`config.mk`:
```
export PLATFORM = sky130hd
export DESIGN_NAME = barrier_sync_master
export DESIGN_NICKNAME = d
export VERILOG_FILES = /design/src/rtl/barrier_sync_master_pkg.sv /design/src/rtl/idx_to_oh.sv /design/src/rtl/sync_fifo.sv /design/src/rtl/barrier_sync_master.sv
export SDC_FILE = /design/constraint.sdc
export NUM_CORES = 1
export LEC_CHECK = 0
export ABC_AREA = 1
export BUFFER_PORTS_ARGS = -buffer_cell sky130_fd_sc_hd__buf_2
export CAP_MARGIN = 25
export CORE_UTILIZATION = 36
export DETAILED_ROUTE_END_ITERATION = 8
export HOLD_SLACK_MARGIN = 0.03
export PLACE_DENSITY = 0.59
export REMOVE_ABC_BUFFERS = 1
export SLEW_MARGIN = 20
export SYNTH_ARGS = -nofsm -noshare
export SYNTH_HDL_FRONTEND = slang
export SYNTH_SLANG_ARGS = --single-unit
```
`constraint.sdc`:
```
create_clock -name clk -period 12.4 [get_ports clk]
set_clock_uncertainty 0.2 [all_clocks]
set_input_delay 0 -clock clk [delete_from_list [all_inputs] [get_ports clk]]
set_output_delay 0 -clock clk [all_outputs]
set_load 0.03 [all_outputs]
```
`src/rtl/barrier_sync_master_pkg.sv`:
```
// Shared barrier-synchronization types: ACCOUNT/RELEASE messages, counters, tile masks
// and the per-barrier bookkeeping entry used by the sync master.
package barrier_sync_master_pkg;

  localparam int N_TILES               = 16;
  localparam int TILE_ID_W             = $clog2(N_TILES);
  localparam int BARRIER_W             = 8;
  localparam int CNT_W                 = 4;
  localparam int BARRIER_NUMB_FOR_TILE = 8;
  localparam int CENTRAL_SYNCH_ID      = 0;
  localparam bit MANYCORE              = 1'b1;

  typedef logic [TILE_ID_W-1:0] tile_id_t;
  typedef logic [BARRIER_W-1:0] barrier_t;
  typedef logic [CNT_W-1:0]     cnt_barrier_t;
  typedef logic [N_TILES-1:0]   tile_mask_t;

  typedef struct packed {
    tile_id_t     tile_id_source;
    barrier_t     id_barrier;
    cnt_barrier_t cnt_setup;
  } sync_account_message_t;

  typedef struct packed {
    barrier_t id_barrier;
  } sync_release_message_t;

  typedef enum logic {
    ST_IDLE     = 1'b0,
    ST_COUNTING = 1'b1
  } entry_state_t;

  typedef struct packed {
    entry_state_t state;
    cnt_barrier_t setup;
    cnt_barrier_t arrived;
    tile_mask_t   tile_mask;
    barrier_t     id;
  } barrier_entry_t;

  typedef struct packed {
    barrier_t   id;
    tile_mask_t mask;
  } rel_entry_t;

  // A setup of zero would never complete, so it is treated as a single participant.
  function automatic cnt_barrier_t eff_setup(input cnt_barrier_t c);
    return (c == '0) ? cnt_barrier_t'(1) : c;
  endfunction

  function automatic cnt_barrier_t sat_inc(input cnt_barrier_t c);
    return (&c) ? c : c + cnt_barrier_t'(1);
  endfunction

endpackage

```
`src/rtl/idx_to_oh.sv`:
```
// Binary index to one-hot decoder, purely combinational.
module idx_to_oh #(
  parameter int N = 16,
  parameter int W = $clog2(N)
) (
  input  logic [W-1:0] idx,
  output logic [N-1:0] oh
);

  always_comb begin
    oh      = '0;
    oh[idx] = 1'b1;
  end

endmodule

```
`src/rtl/sync_fifo.sv`:
```
// Synchronous FIFO, power-of-two depth; head data is visible combinationally and
// push/pop in the same cycle are allowed. Callers never push when full or pop when empty.
module sync_fifo #(
  parameter int WIDTH = 8,
  parameter int DEPTH = 4
) (
  input  logic             clk,
  input  logic             reset,
  input  logic             push_vld,
  input  logic [WIDTH-1:0] push_dat,
  input  logic             pop_vld,
  output logic [WIDTH-1:0] pop_dat,
  output logic             full,
  output logic             empty
);

  localparam int AW = $clog2(DEPTH);
  localparam logic [AW:0] FULL_CNT = DEPTH[AW:0];

  logic [WIDTH-1:0] mem_q [DEPTH];
  logic [WIDTH-1:0] mem_d [DEPTH];
  logic [AW-1:0]    wr_ptr_q, wr_ptr_d;
  logic [AW-1:0]    rd_ptr_q, rd_ptr_d;
  logic [AW:0]      count_q, count_d;

  always_comb begin
    mem_d    = mem_q;
    wr_ptr_d = wr_ptr_q;
    rd_ptr_d = rd_ptr_q;
    count_d  = count_q;
    if (push_vld) begin
      mem_d[wr_ptr_q] = push_dat;
      wr_ptr_d        = wr_ptr_q + 1'b1;
    end
    if (pop_vld) begin
      rd_ptr_d = rd_ptr_q + 1'b1;
    end
    case ({push_vld, pop_vld})
      2'b10:   count_d = count_q + 1'b1;
      2'b01:   count_d = count_q - 1'b1;
      default: count_d = count_q;
    endcase
  end

  always_ff @(posedge clk or posedge reset) begin
    if (reset) begin
      for (int i = 0; i < DEPTH; i++) mem_q[i] <= '0;
      wr_ptr_q <= '0;
      rd_ptr_q <= '0;
      count_q  <= '0;
    end else begin
      mem_q    <= mem_d;
      wr_ptr_q <= wr_ptr_d;
      rd_ptr_q <= rd_ptr_d;
      count_q  <= count_d;
    end
  end

  assign pop_dat = mem_q[rd_ptr_q];
  assign full    = (count_q == FULL_CNT);
  assign empty   = (count_q == '0);

endmodule

```
`src/rtl/barrier_sync_master.sv`:
```
// Barrier synchronization master: counts ACCOUNT arrivals per barrier entry and queues a
// RELEASE multicast to every accounted tile once the programmed participant count is reached.
module barrier_sync_master
  import barrier_sync_master_pkg::*;
#(
  parameter int TILE_ID        = 0,
  parameter int BARRIER_NUMB   = BARRIER_NUMB_FOR_TILE,
  parameter int REL_FIFO_DEPTH = 4
) (
  input  logic                  clk,
  input  logic                  reset,
  input  logic                  n2c_account_valid,
  input  sync_account_message_t n2c_account_message,
  output logic                  n2c_mes_service_consumed,
  input  logic                  network_available,
  output logic                  c2n_release_valid,
  output sync_release_message_t c2n_release_message,
  output tile_mask_t            c2n_release_destination_valid
);

  localparam int IDX_W = $clog2(BARRIER_NUMB);

  if (REL_FIFO_DEPTH < 2 || (REL_FIFO_DEPTH & (REL_FIFO_DEPTH - 1)) != 0 ||
      BARRIER_NUMB < 2 || TILE_ID < 0 || TILE_ID >= N_TILES) begin : g_param_err
    $error("barrier_sync_master: illegal parameterization");
  end

  barrier_entry_t entry_q [BARRIER_NUMB];
  barrier_entry_t entry_d [BARRIER_NUMB];
  barrier_entry_t cur_entry;
  barrier_entry_t nxt_entry;

  logic [IDX_W-1:0] entry_idx;
  tile_mask_t       src_oh;
  logic             accept;
  logic             rel_push;
  rel_entry_t       rel_push_dat;
  rel_entry_t       rel_head;
  logic             rel_pop;
  logic             rel_full;
  logic             rel_empty;

  // Upper id bits select the tile in a distributed build and do not address the table.
  assign entry_idx = n2c_account_message.id_barrier[IDX_W-1:0];

  idx_to_oh #(
    .N (N_TILES)
  ) u_src_oh (
    .idx (n2c_account_message.tile_id_source),
    .oh  (src_oh)
  );

  // The NI keeps the message while the release queue is full, even if it pops this cycle.
  assign accept = n2c_account_valid & ~rel_full & ~reset;
  assign n2c_mes_service_consumed = accept;

  always_comb begin
    entry_d      = entry_q;
    cur_entry    = entry_q[entry_idx];
    nxt_entry    = cur_entry;
    rel_push     = 1'b0;
    rel_push_dat = '0;
    if (accept) begin
      if (cur_entry.state == ST_IDLE) begin
        nxt_entry.state     = ST_COUNTING;
        nxt_entry.setup     = eff_setup(n2c_account_message.cnt_setup);
        nxt_entry.arrived   = cnt_barrier_t'(1);
        nxt_entry.tile_mask = src_oh;
        nxt_entry.id        = n2c_account_message.id_barrier;
      end else begin
        nxt_entry.arrived   = sat_inc(cur_entry.arrived);
        nxt_entry.tile_mask = cur_entry.tile_mask | src_oh;
      end
      if (nxt_entry.arrived >= nxt_entry.setup) begin
        rel_push              = 1'b1;
        rel_push_dat.id       = nxt_entry.id;
        rel_push_dat.mask     = nxt_entry.tile_mask;
        nxt_entry.state       = ST_IDLE;
        nxt_entry.arrived     = '0;
        nxt_entry.tile_mask   = '0;
      end
      entry_d[entry_idx] = nxt_entry;
    end
  end

  always_ff @(posedge clk or posedge reset) begin
    if (reset) begin
      for (int i = 0; i < BARRIER_NUMB; i++) entry_q[i] <= '0;
    end else begin
      entry_q <= entry_d;
    end
  end

  sync_fifo #(
    .WIDTH ($bits(rel_entry_t)),
    .DEPTH (REL_FIFO_DEPTH)
  ) u_rel_fifo (
    .clk      (clk),
    .reset    (reset),
    .push_vld (rel_push),
    .push_dat (rel_push_dat),
    .pop_vld  (rel_pop),
    .pop_dat  (rel_head),
    .full     (rel_full),
    .empty    (rel_empty)
  );

  assign rel_pop           = ~rel_empty & network_available;
  assign c2n_release_valid = rel_pop;

  always_comb begin
    c2n_release_message           = '0;
    c2n_release_destination_valid = '0;
    if (!rel_empty) begin
      c2n_release_message.id_barrier = rel_head.id;
      if (MANYCORE) c2n_release_destination_valid = rel_head.mask;
    end
  end

endmodule

```
-- Word level (Yosys, flattened, before mapping)
Cells that the tools add are included.
- bits in registers: 367
- output and inout bits: 26
- logic and storage cells: 113
- add/sub/neg operators: 5
- $lt $le $gt $ge: 8
- equality and inequality tests: 3
- multiplexer cells: 33
- bitwise logic cells: 10
- reductions and logical operators: 7
- operators by type and width (kind ; count):
    bitwise mux 264 bit ; 1
    2-to-1 mux 24 bit ; 5
    binary-select mux 33 bit (select 3 bit) ; 1
    demux 33 bit (select 3 bit) ; 1
    2-to-1 mux 33 bit ; 3
    bitwise mux 96 bit ; 1
    2-to-1 mux 20 bit ; 4
    binary-select mux 24 bit (select 2 bit) ; 1
    demux 24 bit (select 2 bit) ; 1
    2-to-1 mux 8 bit ; 3
    2-to-1 mux 16 bit ; 1
    OR 16 bit ; 1
    2-to-1 mux 4 bit ; 3
    >= comparator 3 bit, second input constant ; 2
    inverter 2 -> 3 bit ; 2
    case mux 3 bit (2 select lines) ; 1
    less-than comparator 4 x 5 -> 1 bit, second input constant ; 1
    2-to-1 mux 1 bit ; 5
    2-to-1 mux 5 bit ; 1
    adder 2 x 1 -> 2 bit, second input constant ; 2
    adder 4 x 1 -> 4 bit, second input constant ; 1
    demux 1 bit (select 4 bit) ; 1
    >= comparator 4 x 1 -> 1 bit, second input constant ; 1
    >= comparator 4 bit ; 1
    16 further kinds ; 22

-- Depth between registers and ports, before layout
- word-level depth: 13
- depth in mapped cells: 29

-- Hierarchy
From an unflattened synthesis, not the netlist that was laid out.
- cells, all modules: 2342
- area total of the unflattened synthesis: 18288.8 µm²
- by module, submodules not included (module ; times used ; cells an instance ; area an instance (µm²) ; seq. area each (µm²)):
    barrier_sync_master ; 1 ; 1752 ; 13155.1 ; 6606.3
    sync_fifo ; 1 ; 562 ; 5028.6 ; 2577.5
    idx_to_oh ; 1 ; 28 ; 105.1 ; 0.0

-- Worst setup path after synthesis
No wires, ideal clock.
- kind: input to register
- start point: in n2c_account_message[4] in the netlist's numbering
- end point: reg u_rel_fifo.count_q[2]
- setup time: 0.131 ns
- data arrival time: 3.383 ns
- data required time: 12.069 ns
- path slack: 8.686 ns
- cell stages on the path: 29
- buffers on the path: 2
- path through: inv_2 buf_6 clkbuf_1 nand2_1 nand2_1 nand2_1 nand2_1 nand2_1 nand2_2 ha_1 inv_1 nor2_2 nand2_1 nand2_1 nand2_2 nand2_1 inv_1 ha_1 inv_2 nor2_1 o21bai_1 o311ai_4 nand2_4 ha_1 inv_1 fa_1 a21oi_1 o21ai_0 xor2_1
- longest elaborated chain between the ends: 13
- elaborated cells between the ends (all ways): 18
- those cells by class: 1 x add/sub; 1 x order compare; 2 x eq/ne; 11 x mux; 1 x bitwise; 2 x reduce/logical
- RTL lines (item ; line ; source):
    from (decl) ; barrier_sync_master.sv:13 ; input sync_account_message_t n2c_account_message,
    inverter 3 -> 4 bit (not written as such) (*) ; barrier_sync_master.sv:59 ; cur_entry = entry_q[entry_idx];
    binary-select mux 33 bit (select 3 bit) (*) ; barrier_sync_master.sv:59 ;
    2-to-1 mux 33 bit (not written as such) (*) (2 in a row) ; barrier_sync_master.sv:59 ;
    adder 4 x 1 -> 4 bit / AND reduction 4 bit (equally long branches) ; barrier_sync_master_pkg.sv:52 ; return (&c) ? c : c + cnt_barrier_t'(1);
    2-to-1 mux 4 bit ; barrier_sync_master_pkg.sv:52 ;
    2-to-1 mux 20 bit ; barrier_sync_master.sv:64 ; if (cur_entry.state == ST_IDLE) begin
    2-to-1 mux 20 bit ; barrier_sync_master.sv:63 ; if (accept) begin
    >= comparator 4 bit (*) ; barrier_sync_master.sv:74 ; if (nxt_entry.arrived >= nxt_entry.setup) begin
    2-to-1 mux 1 bit (*) ; barrier_sync_master.sv:74 ;
    2-to-1 mux 1 bit (*) ; barrier_sync_master.sv:63 ;
    equality test 2 x 1 -> 1 bit / equality test 2 bit (equally long branches) ; sync_fifo.sv:38 ; case ({push_vld, pop_vld})
    case mux 3 bit (2 select lines) / nonzero test 2 bit (equally long branches) ; n/a ;
    to (signal assigned) ; sync_fifo.sv:55 ; count_q <= count_d;
    to (decl) ; sync_fifo.sv:24 ; logic [AW:0] count_q, count_d;
Mark *: on every way between the ends. The rest lies on a longest branch, timed or not. The select of a mux whose other input is x is not followed.
A chain may end at the register's enable or synchronous reset.

-- Worst setup path in the final report
- start point: in n2c_account_message[6] in the netlist's numbering
- end point: reg u_rel_fifo.mem_q[86] in the netlist's numbering
- longest elaborated chain between the ends: 12
- elaborated cells between the ends (all ways): 18
- those cells by class: 1 x add/sub; 1 x order compare; 13 x mux; 2 x bitwise; 1 x reduce/logical
- RTL lines (item ; line ; source):
    inverter 3 -> 4 bit (not written as such) (*) ; barrier_sync_master.sv:59 ;
    binary-select mux 33 bit (select 3 bit) (*) ; barrier_sync_master.sv:59 ;
    2-to-1 mux 33 bit (not written as such) (*) (2 in a row) ; barrier_sync_master.sv:59 ;
    adder 4 x 1 -> 4 bit / AND reduction 4 bit (equally long branches) ; barrier_sync_master_pkg.sv:52 ;
    2-to-1 mux 4 bit ; barrier_sync_master_pkg.sv:52 ;
    2-to-1 mux 20 bit ; barrier_sync_master.sv:64 ;
    2-to-1 mux 20 bit ; barrier_sync_master.sv:63 ;
    >= comparator 4 bit ; barrier_sync_master.sv:74 ;
    2-to-1 mux 24 bit ; barrier_sync_master.sv:74 ;
    2-to-1 mux 24 bit ; barrier_sync_master.sv:63 ;
    bitwise mux 96 bit ; sync_fifo.sv:32 ; mem_d[wr_ptr_q] = push_dat;
    to (signal assigned) ; sync_fifo.sv:52 ; mem_q <= mem_d;
    to (decl) ; sync_fifo.sv:20 ; logic [WIDTH-1:0] mem_q [DEPTH];
Marked as above.

==> metrics <==
outcome=completed; TritonCTS buffer count=42; clock latency on the worst-skew pair=0.58 ns; hold wc startpoint=network_available; Worst Path Arrival=5.36 ns; CP cell instances=dlygate4sd3_1 > buf_2 > inv_2 > nand2_1 > nand2_4 > inv_4 > nand3_1 > nand2_1 > ha_1 > nand2_1 > o21bai_1 > o311ai_4 > buf_4 > nand2_4 > nor2_1 > buf_4 > inv_2 > nand2_1 > o21ai_0; largest net degree at the start of global routing=136; Crit Path Class=in -> reg; Top FF cell, synth=dfrtp_1; Finished Cell Area=0.0200 mm^2; RSZ-0062 raised after global routing=no; Routed WL per cell=17.7 um; Congestion Overflow GR=0; Nets=2295; LEAKAGE=0.00997 uW; met3 GRT Util=0.0358; Total GRT Usage=0.214; Starting Density=0.367; IO Count=46; PortBufs=45; CTS tree=yes; DRC viols=0; Total Routed Length=52300 um; Synth cell types=44; Resized Gates After CTS=0; HPWL after DPL=30200 um; Hold Path Class=in -> reg; reg2reg start=entry_q[230]$_DFFE_PP0P_; H-tree depth=2; vias in the first global route=14757; Seq/Total Area, Yosys=0.519; Syn Area/Cell=7.83 um^2; synth-to-layout area growth=13.1%; Detailed Routing Iterations Pass 1=6; Power per Cell Area=226 mW/mm^2; Root Buffer=clkbuf_16; Worst VDD drop=109 uV; final hold vios=0; global-route wire length before repair=83500 um; slew margin rel.=0.268; Seq cells post-synth=367; nature of the critical path endpoint=register; antenna cells=0; gpl congestion=0.821; die area=0.0500 mm^2; critical path fanouts, max=41; Period minus WS final=5.14 ns; synthesized area=0.0177 mm^2; layout cells sized above 1=0.104; CTS Buffer Depth=3; Fmax achieved=195 MHz; via count=15124; Clock transition at path regs=0.06 ns; Post-synth EDFFs=0; Setup-failing EPs final=0; DRT iter0 DRCs=1339; met1 Use GR=0.296; Filler Cells Inserted=4842; multi-input logic area=0.00735 mm^2; slowest stage cell, crit path=nand2_1; Largest stage delay, worst path=0.61 ns; commonest non-fill, non-tap cell in the layout=nand2_1; Post-Syn Instances=2259; Startpoint Class=input pin; antenna-violating nets left=0; die extent in y=224 um; drt via density=5.13; count of pins over their slew limit=0; final core occ=0.416; Required @ worst endpoint=12.62 ns; Final TNS setup=0 ns; hold_buf cts=22; Reg area=0.00919 mm^2; YS warnings=0; clk sinks=367; crit-path most repeated cell=nand2_1; M2 GR Usage=0.338; Tcrit/Tclk final=0.415; initial antenna violation count=0; Placement Cell Area=0.0183 mm^2; most frequent cells in the layout=nand2_1 (964), dfrtp_1 (366), o21ai_0 (136); worst hold stages=5; R2R cell count=21; core area=0.0481 mm^2; std cell rows=80; asr flop ratio synth=1.00; worst reg2reg setup slack=7.30 ns; worst slew pin tran=1.10 ns; setup repair bufs after CTS=0; Die Wd=224 um; Hold Path End=u_rel_fifo.rd_ptr_q[0]$_DFFE_PP0P_; FF-to-FF End=u_rel_fifo.mem_q[86]$_DFFE_PP0P_; maxcap violations=0; Most Used Layer, Global Route=met2
## sequential cells by signal (all words and copies together) (netlist names)
register,count
entry_q,264
u_rel_fifo.count_q,3
u_rel_fifo.wr_ptr_q,2
u_rel_fifo.mem_q,96
u_rel_fifo.rd_ptr_q,2
## worst max-delay path: cells and delay by family
kind / cells / cell delay (ns)
adder cells (fa/ha/maj): 1 / 0.14
AO/OA/AOI/OAI: 3 / 0.37
AND/OR/NAND/NOR: 8 / 2.24
buffers and inverters: 7 / 2.56
## worst max-delay path by stage
stage	start	to	slack, ns
floorplan	reset	entry_q[0]$_DFFE_PP0P_	2.01
CTS	entry_q[230]$_DFFE_PP0P_	u_rel_fifo.mem_q[86]$_DFFE_PP0P_	7.31
global route	entry_q[164]$_DFFE_PP0P_	u_rel_fifo.mem_q[75]$_DFFE_PP0P_	6.84
finish	n2c_account_message[6]	u_rel_fifo.mem_q[86]$_DFFE_PP0P_	7.26
global placement	n2c_account_message[5]	u_rel_fifo.mem_q[81]$_DFFE_PP0P_	7.02
detailed placement	n2c_account_message[5]	u_rel_fifo.mem_q[86]$_DFFE_PP0P_	6.85
## cell usage after synthesis, types with 22 or more instances
cell type,instances,area [um^2]
nand2_1,964,3620
dfrtp_1,367,9180
o21ai_0,136,681
nand3_1,133,666
inv_1,111,417
o21ai_1,93,465
nor2_1,68,255
clkbuf_1,60,225
a21oi_1,57,285
buf_2,41,205
nand2_2,24,150
inv_2,23,86.3
nand4_1,22,138
## stage by stage
| stage | std cells | hold WS, ns | total power [uW] | setup WS [ns] |
|---|---|---|---|---|
| finish | 2951 | 0.213 | 4530 | 7.26 |
| global route | 2951 | 0.251 | 4840 | 6.84 |
| CTS | 2944 | 0.0415 | 4550 | 7.31 |
| detailed placement | 2847 | 0.0974 | 3290 | 6.85 |
| floorplan | 2124 | -0.110 | 2840 | 2.01 |
| global placement | 2847 | 0.0998 | 3250 | 7.02 |
## power by group
part / internal [uW] / switching (uW)
sequential: 1610 / 200
combinational: 444 / 1030
clock: 726 / 515
## final cells by class
type                       instances  share of cell area
sequential                       367               0.459
multi-input combinational       1622               0.367
clock buffer                      60              0.0609
tap                              656              0.0410
timing repair buffer              96              0.0385
inverter                         135              0.0258
clock inverter                    15             0.00732
## logic make-up (layout without fill, tap and decap cells)
| family | Yosys count | in the layout | share of synthesized area |
|---|---|---|---|
| and+or+nand+nor | 1256 | 1256 | 0.294 |
| DFF | 367 | 367 | 0.519 |
| AOI/OAI and AO/OA | 350 | 350 | 0.110 |
| buffers and inverters | 270 | 306 | 0.0667 |
| adders and majority gates | 11 | 11 | 0.00820 |
| xor gates and xnor gates | 5 | 5 | 0.00247 |
## metal layers
layer,up-vias,part of all wire
met4,0,0.028
met2,483,0.45
met5,-,0
li1,7228,-
met1,7316,0.46
met3,97,0.065
Note: power is estimated with default switching activity, not from simulation.
